$ cat src/rtl/seg7_scan_mux_pkg.sv
// Shared seven-segment display definitions: digit codes, active-low glyphs,
// scan FSM state type and the anode select helper.
package seg7_scan_mux_pkg;

  // Digit codes produced by the digit generators
  localparam logic [3:0] ZERO  = 4'd0;
  localparam logic [3:0] ONE   = 4'd1;
  localparam logic [3:0] TWO   = 4'd2;
  localparam logic [3:0] THREE = 4'd3;
  localparam logic [3:0] FOUR  = 4'd4;
  localparam logic [3:0] FIVE  = 4'd5;
  localparam logic [3:0] SIX   = 4'd6;
  localparam logic [3:0] SEVEN = 4'd7;
  localparam logic [3:0] EIGHT = 4'd8;
  localparam logic [3:0] NINE  = 4'd9;
  localparam logic [3:0] NULL  = 4'b1111;

  // Active-low segment patterns, bit order g f e d c b a
  localparam logic [6:0] SEG_0    = 7'h40;
  localparam logic [6:0] SEG_1    = 7'h79;
  localparam logic [6:0] SEG_2    = 7'h24;
  localparam logic [6:0] SEG_3    = 7'h30;
  localparam logic [6:0] SEG_4    = 7'h19;
  localparam logic [6:0] SEG_5    = 7'h12;
  localparam logic [6:0] SEG_6    = 7'h02;
  localparam logic [6:0] SEG_7    = 7'h78;
  localparam logic [6:0] SEG_8    = 7'h00;
  localparam logic [6:0] SEG_9    = 7'h10;
  localparam logic [6:0] SEG_OFF  = 7'h7F;
  localparam logic [6:0] SEG_DASH = 7'h3F;

  // Per-slot scan phase: anodes off (dead time) or anode lit
  typedef enum logic {
    ST_BLANK = 1'b0,
    ST_ON    = 1'b1
  } slot_state_e;

  // One-hot-low anode pattern for a slot index
  function automatic logic [3:0] anode_sel(input logic [1:0] slot);
    logic [3:0] one_hot;
    one_hot = 4'b0001 << slot;
    return ~one_hot;
  endfunction

endpackage

$ cat src/rtl/seg7_decode.sv
// Combinational digit-code to active-low segment decoder.
// Blank code turns everything off including dp; codes 10..14 show a dash.
module seg7_decode
  import seg7_scan_mux_pkg::*;
(
  input  logic [3:0] code,
  input  logic       dp,
  output logic [7:0] sseg
);

  logic [6:0] seg_s;
  logic       dp_n_s;

  // Map the digit code to its glyph and the dp bit to active-low
  always_comb begin
    seg_s  = SEG_DASH;
    dp_n_s = ~dp;
    case (code)
      ZERO:    seg_s = SEG_0;
      ONE:     seg_s = SEG_1;
      TWO:     seg_s = SEG_2;
      THREE:   seg_s = SEG_3;
      FOUR:    seg_s = SEG_4;
      FIVE:    seg_s = SEG_5;
      SIX:     seg_s = SEG_6;
      SEVEN:   seg_s = SEG_7;
      EIGHT:   seg_s = SEG_8;
      NINE:    seg_s = SEG_9;
      NULL: begin
        seg_s  = SEG_OFF;
        dp_n_s = 1'b1;
      end
      default: seg_s = SEG_DASH;
    endcase
  end

  assign sseg = {dp_n_s, seg_s};

endmodule

$ cat src/rtl/seg7_scan_mux.sv
// Four-digit common-anode scan multiplexer. A slot counter walks the four
// anodes; each slot starts with a dead time (anodes off) while the segment
// lines already carry the new glyph. Digits are snapshotted once per frame.
// Anodes stay dark until the first snapshot after reset has been taken.
module seg7_scan_mux
  import seg7_scan_mux_pkg::*;
#(
  parameter int REFRESH_DIV  = 2**16 - 1,
  parameter int BLANK_CYCLES = 16
) (
  input  logic       clk,
  input  logic       reset,
  input  logic       enable,
  input  logic [3:0] dig_0,
  input  logic [3:0] dig_1,
  input  logic [3:0] dig_2,
  input  logic [3:0] dig_3,
  input  logic [3:0] dp_in,
  output logic [3:0] an,
  output logic [7:0] sseg,
  output logic       frame_tick
);

  localparam int               CNT_W     = $clog2(REFRESH_DIV + 1);
  localparam logic [CNT_W-1:0] CNT_MAX   = CNT_W'(REFRESH_DIV);
  localparam logic [CNT_W-1:0] CNT_BLANK = CNT_W'(BLANK_CYCLES);
  localparam logic [CNT_W-1:0] CNT_ZERO  = {CNT_W{1'b0}};
  localparam logic [CNT_W-1:0] CNT_ONE   = {{(CNT_W-1){1'b0}}, 1'b1};

  logic [CNT_W-1:0] counter_r;
  logic [1:0]       slot_r;
  slot_state_e      state_r;
  logic [3:0][3:0]  frame_r;
  logic [3:0]       frame_dp_r;
  logic             primed_r;
  logic [3:0]       an_r;
  logic [7:0]       sseg_r;
  logic             frame_tick_r;

  logic             wrap_s;
  logic             snap_s;
  logic [CNT_W-1:0] counter_next_s;
  slot_state_e      state_next_s;
  logic [7:0]       glyph_s;

  // Counter wrap, snapshot strobe and next scan phase
  always_comb begin
    wrap_s         = 1'b0;
    snap_s         = 1'b0;
    counter_next_s = CNT_ZERO;
    state_next_s   = ST_BLANK;
    if (counter_r == CNT_MAX) begin
      wrap_s         = 1'b1;
      counter_next_s = CNT_ZERO;
    end else begin
      wrap_s         = 1'b0;
      counter_next_s = counter_r + CNT_ONE;
    end
    if (wrap_s && (slot_r == 2'd3)) begin
      snap_s = 1'b1;
    end else begin
      snap_s = 1'b0;
    end
    if (counter_next_s < CNT_BLANK) begin
      state_next_s = ST_BLANK;
    end else begin
      state_next_s = ST_ON;
    end
  end

  seg7_decode u_decode (
    .code (frame_r[slot_r]),
    .dp   (frame_dp_r[slot_r]),
    .sseg (glyph_s)
  );

  // Capture the generator digits once per frame, on the last cycle of slot 3
  always_ff @(posedge clk) begin
    if (reset) begin
      frame_r    <= {4{NULL}};
      frame_dp_r <= 4'b0000;
      primed_r   <= 1'b0;
    end else if (snap_s) begin
      frame_r    <= {dig_3, dig_2, dig_1, dig_0};
      frame_dp_r <= dp_in;
      primed_r   <= 1'b1;
    end else begin
      frame_r    <= frame_r;
      frame_dp_r <= frame_dp_r;
      primed_r   <= primed_r;
    end
  end

  // Scan FSM: slot counter, slot index, phase and registered display outputs
  always_ff @(posedge clk) begin
    if (reset) begin
      counter_r    <= CNT_ZERO;
      slot_r       <= 2'd0;
      state_r      <= ST_BLANK;
      an_r         <= 4'b1111;
      sseg_r       <= 8'hFF;
      frame_tick_r <= 1'b0;
    end else begin
      counter_r    <= counter_next_s;
      state_r      <= state_next_s;
      sseg_r       <= glyph_s;
      frame_tick_r <= snap_s;
      if (wrap_s) begin
        slot_r <= slot_r + 2'd1;
      end else begin
        slot_r <= slot_r;
      end
      case (state_r)
        ST_ON: begin
          if (enable && primed_r) begin
            an_r <= anode_sel(slot_r);
          end else begin
            an_r <= 4'b1111;
          end
        end
        ST_BLANK: an_r <= 4'b1111;
        default:  an_r <= 4'b1111;
      endcase
    end
  end

  assign an         = an_r;
  assign sseg       = sseg_r;
  assign frame_tick = frame_tick_r;

endmodule

$ cat config.mk
export PLATFORM = sky130hd
export DESIGN_NAME = seg7_scan_mux
export DESIGN_NICKNAME = d
export VERILOG_FILES = /design/src/rtl/seg7_scan_mux_pkg.sv /design/src/rtl/seg7_decode.sv /design/src/rtl/seg7_scan_mux.sv
export SDC_FILE = /design/constraint.sdc
export NUM_CORES = 1
export LEC_CHECK = 0
export ABC_AREA = 1
export CORE_ASPECT_RATIO = 0.8
export CORE_MARGIN = 5
export CORE_UTILIZATION = 55
export CTS_CLUSTER_DIAMETER = 80
export DETAILED_ROUTE_END_ITERATION = 8
export HOLD_SLACK_MARGIN = 0.03
export MAX_ROUTING_LAYER = met4
export PLACE_DENSITY = 0.78
export SYNTH_ARGS = -nofsm -noshare
export SYNTH_HDL_FRONTEND = slang
export SYNTH_SLANG_ARGS = --single-unit
$ cat constraint.sdc
create_clock -name clk -period 5.2 [get_ports clk]
set_clock_uncertainty 0.15 [all_clocks]
set_input_delay 1.04 -clock clk [delete_from_list [all_inputs] [get_ports clk]]
set_output_delay 1.04 -clock clk [all_outputs]
set_load 0.02 [all_outputs]
== Word-level counts from Yosys, hierarchy flattened ==
Index checks and enable logic that the tools add are counted.

* Bits in registers: 53
* Output and inout port bits: 13
* Input bits: 23
* Word-level logic and storage cells: 48

* Equality and inequality tests: 12
* Mux-type cells: 11
* Bitwise gates (word level): 3
* Add/subtract/negate cells: 2
* Shifts and indexed selects: 1
* $lt $le $gt $ge: 2
* Reductions and logical operators: 4

{| class="wikitable"
|+ Operators by type and width
! operator !! count
|-
| 7-bit case mux with 11 select lines || 1
|-
| 16-bit by 1-bit adder with 16-bit output (second input constant) || 1
|-
| 16-bit == test (second input constant) || 1
|-
| 4-bit by 3-bit == test with 1-bit output (second input constant) || 4
|-
| 16-bit by 5-bit < comparator with 1-bit output (second input constant) || 1
|-
| 16-bit two-way mux || 1
|-
| 4-bit == test (second input constant) || 3
|-
| 4-bit binary-select mux with 2-bit select || 1
|-
| 4-bit by 2-bit == test with 1-bit output (second input constant) || 2
|-
| 4-bit two-way mux || 2
|-
| 4-bit case mux with 2 select lines || 1
|-
| 4-bit by 1-bit == test with 1-bit output (second input constant) || 1
|-
| 4-bit zero test || 1
|-
| 1-bit two-way mux || 4
|-
| 4-bit inverter || 1
|-
| 1-bit by 2-bit left shift with 4-bit output (first input constant) || 1
|-
| 2-bit by 3-bit < comparator with 1-bit output (second input constant) || 1
|-
| 2-bit by 1-bit adder with 2-bit output (second input constant) || 1
|-
| 1-bit binary-select mux with 2-bit select || 1
|-
| 2-bit == test (second input constant) || 1
|-
| 1-bit logical AND || 2
|-
| 1-bit inverter || 2
|-
| 2-bit OR reduction || 1
|}

== Depth between registers and ports, before layout ==
* Depth in word-level cells: 4
* Gate-level depth with buffers: 13
* Mapped depth without buffers: 13

== Hierarchy ==
Synthesis repeated with hierarchy kept, for this count alone.

* Cell total of the unflattened synthesis: 347
* Area total of the unflattened synthesis: 2543.7 sq um

{| class="wikitable"
|+ Modules (own cells, without submodules)
! module !! seq. area each (sq um) !! cells an instance !! times used !! area an instance (sq um)
|-
| seg7_scan_mux || 1061.0 || 316 || 1 || 2403.6
|-
| seg7_decode || 0.0 || 31 || 1 || 140.1
|}

== Worst setup path before layout ==
OpenSTA, ideal clock, no wires.

* Path type: input to register
* Start point: input reset
* End point: register slot_r[1]
* Library setup time: 0.070 ns
* Path buffers: 2
* Data required time: 4.980 ns
* Stages on the path: 5
* Path slack: 3.116 ns
* Data arrival time: 1.864 ns
* Path through: clkbuf_1 -> inv_1 -> clkbuf_1 -> o21ai_0 -> a21oi_1

{| class="wikitable"
|+ RTL lines
! what !! RTL line !! RTL
|-
| from (decl) || seg7_scan_mux.sv:12 || <nowiki>input logic reset,</nowiki>
|-
| to (signal assigned) || seg7_scan_mux.sv:109 || <nowiki>slot_r <= slot_r + 2'd1;</nowiki>
|-
| to (signal assigned) || seg7_scan_mux.sv:111 || <nowiki>slot_r <= slot_r;</nowiki>
|-
| to (decl) || seg7_scan_mux.sv:31 || <nowiki>logic [1:0] slot_r;</nowiki>
|}

==> key figures <==
Setup path
  • Critical path fanouts, max: 25
  • Critical path launch point type: primary input
  • Crit end category: register
  • Req. time, crit path: 5.28 ns
  • WP data arrival: 3.03 ns
  • Worst Setup Path Type: in -> reg

Placement
  • Quantity of I/O buffers inserted on ports: 35
  • DP Wirelength: 3700 um
  • Weighted congestion at the end of routability-driven global placement: 0.885

Timing
  • Final hold viol count: 0
  • # setup viols final: 0
  • Final Slew Violations: 0
  • Period utilization: 56.8%
  • Final TNS setup: 0 ns
  • Slew at the pin closest to its max-slew limit: 0.787 ns
  • Worst relative slew slack: 47.5%
  • Achievable frequency: 0.338 GHz
  • Final critical path time including I/O delays and setup: 2.95 ns
  • Unrepaired setup endpoints after global routing: no

GRT
  • Largest net degree at the start of global routing: 26
  • Vias in the first global route: 1888
  • Total Routing Usage GR: 18.4%
  • Global-route congestion overflow total: 0
  • Global-route wire length before repair: 8580 um
  • Number of antenna violations at the first check in global routing: 0

Status
  • Outcome: finished clean

Clock network
  • Clock slew at reported path FFs: 0.09 ns
  • Root Buffer: clkbuf_8
  • Clock sink count: 53
  • Clock network latency to the later pin of the worst-skew pair: 0.30 ns
  • Post-CTS setup-driven buffer insertion count: 0
  • H-tree level count: 2
  • Maximum root-to-sink buffer count: 2
  • Post-CTS Hold Buffers: 0
  • Num CTS Buffers: 5
  • CTS tree: done
  • Count of cells resized by post-cts repair: 0

Synth
  • Number of enable flip-flop cells after synthesis: 0
  • Area of the mapped netlist: 0.00243 mm2
  • Number of warning messages in the yosys log: 0
  • Number of distinct library cells after synthesis: 29
  • Gate count of the mapped netlist: 339
  • Portion of the post-synthesis area used by sequential elements: 43.7%
  • Post-synthesis sequential element count: 53
  • Syn_area_per_cell: 7.16 um2
  • Prevailing post-synth register cell: dfxtp_1
  • Post-Syn Nets: 367
  • Fraction of registers with async set or reset after synthesis: 0%

Routing
  • Wire length reported by the detailed router: 5050 um
  • Pre-antenna DRT Iters: 5
  • Met3 wire len: 353 um
  • Number of violations reported at the end of detailed-routing iteration 0: 165
  • DRC violations left: 0
  • Routed metal-1 wire length: 2480 um
  • Uppermost layer routed: met4
  • Routed via count: 2195
  • Vias per cell: 5.09
  • Final ANT Viol Nets: 0
  • Routed wl met2: 2150 um
  • Average routed wire per standard cell: 11.7 um

Layout
  • Growth of design area from synthesis to finish: 19.1%
  • Fraction of final layout cells sized beyond drive strength 1: 8.56%
  • Most frequent cells in the layout: nand2_1 (113), dfxtp_1 (53), nand3_1 (39)
  • Most common library cell in the layout ignoring fill and taps: nand2_1
  • Layout Utilization: 68.3%
  • Final Net Count: 401
  • Antenna cells: 0

Die
  • Full die area: 0.00585 mm2
  • Die Wd: 84.3 um
  • Number of standard-cell rows in the floorplan: 21
  • Y dimension of the die: 69.4 um
  • Initial core utilization: 57.4%
  • Core region area: 0.00423 mm2
  • Count of boundary I/O pins: 36

Power and ir drop
  • Maximum ir drop on the vdd rail: 176 uV
  • Power Dens Cells: 237 mW/mm2
  • Final total power: 0.684 mW
  • Static leakage: 1.31 nW

Min path
  • Worst min path class: reg -> reg

Flow run
  • Max-capacitance violation count: 0
-- power breakdown --
part	switching [mW]	internal [mW]	leakage, nW
Clock	0.127	0.120	0.0542
Sequential	0.00209	0.407	0.429
Combinational	0.0106	0.0165	0.824
Total	0.140	0.544	1.31
-- cell usage after synthesis, types with 3 or more instances --
master    count  share of area, %
nor2_4        3               1.4
dfxtp_1      53                44
nand3_1      39               8.0
a21oi_1      10               2.1
clkbuf_1      4              0.62
nor2_2        5               1.3
nand2_1     113                17
o21ai_0       9               1.9
ha_1          5               2.6
inv_1        28               4.3
nand4_1       5               1.3
nand2_2       5               1.3
nor2_1       37               5.7
-- path summary, 6_finish.rpt --
| check | startpoint | to | slack (ns) | depth (start not counted) |
|---|---|---|---|---|
| worst max-delay path | reset | counter_r[2]$_SDFF_PP0_ | 2.25 | 4 |
| worst min-delay path | frame_r[1]$_SDFFE_PP1P_ | frame_r[1]$_SDFFE_PP1P_ | 0.31 | 2 |
| worst max register to register | slot_r[0]$_SDFFE_PP0N_ | sseg[2]$_SDFF_PP1_ | 3.07 | 9 |
| worst min register to register | frame_r[1]$_SDFFE_PP1P_ | frame_r[1]$_SDFFE_PP1P_ | 0.31 | 2 |
-- per-stage QoR --
stage | hold slack (ns) | worst slack, ns | cell area (um2) | cells
floorplan | 0.275 | 3.12 | 2430 | 339
finish | 0.313 | 2.25 | 2890 | 431
CTS | 0.311 | 2.22 | 2890 | 431
global route | 0.336 | 2.00 | 2890 | 431
detailed placement | 0.293 | 1.93 | 2790 | 423
global placement | 0.289 | 1.96 | 2790 | 423
-- state kept, by name (all words and copies together) (netlist names) --
signal and flops:
an 4, counter_r 16, frame_dp_r 4, frame_r 16
frame_tick 1, primed_r 1, slot_r 2, sseg 8
state_r 1
-- critical path: stages --
cell and delay, ns:
clkdlybuf4s50_1 0.72, inv_1 0.74, nand2_1 0.30, nor3b_1 0.22
-- routing by layer --
metal  up-vias  track usage, %
met5         -               -
met2        73            26.8
met4         0            5.18
met3         6            4.39
met1       976            25.3
li1       1140               -
-- cells by family (layout without fill, tap and decap cells) --
family                     Yosys count  after routing  synth area share (%)
and+or+nand+nor                    214            214                  39.4
DFF                                 53             53                  43.7
buffers and inverters               39             74                  7.32
AOI/OAI and AO/OA                   26             26                  6.24
adders and majority gates            5              5                  2.58
xor gates and xnor gates             2              2                 0.722
-- layout make-up --
type	count	area, um2
multi-input cells	247	1190
well taps	57	71.3
clock inverters	1	5.00
clock buffers	7	96.3
flip-flops and latches	53	1060
inverters	31	118
fillers	384	1340
repair buffers	35	350
Power figures use the tool's default switching activity.
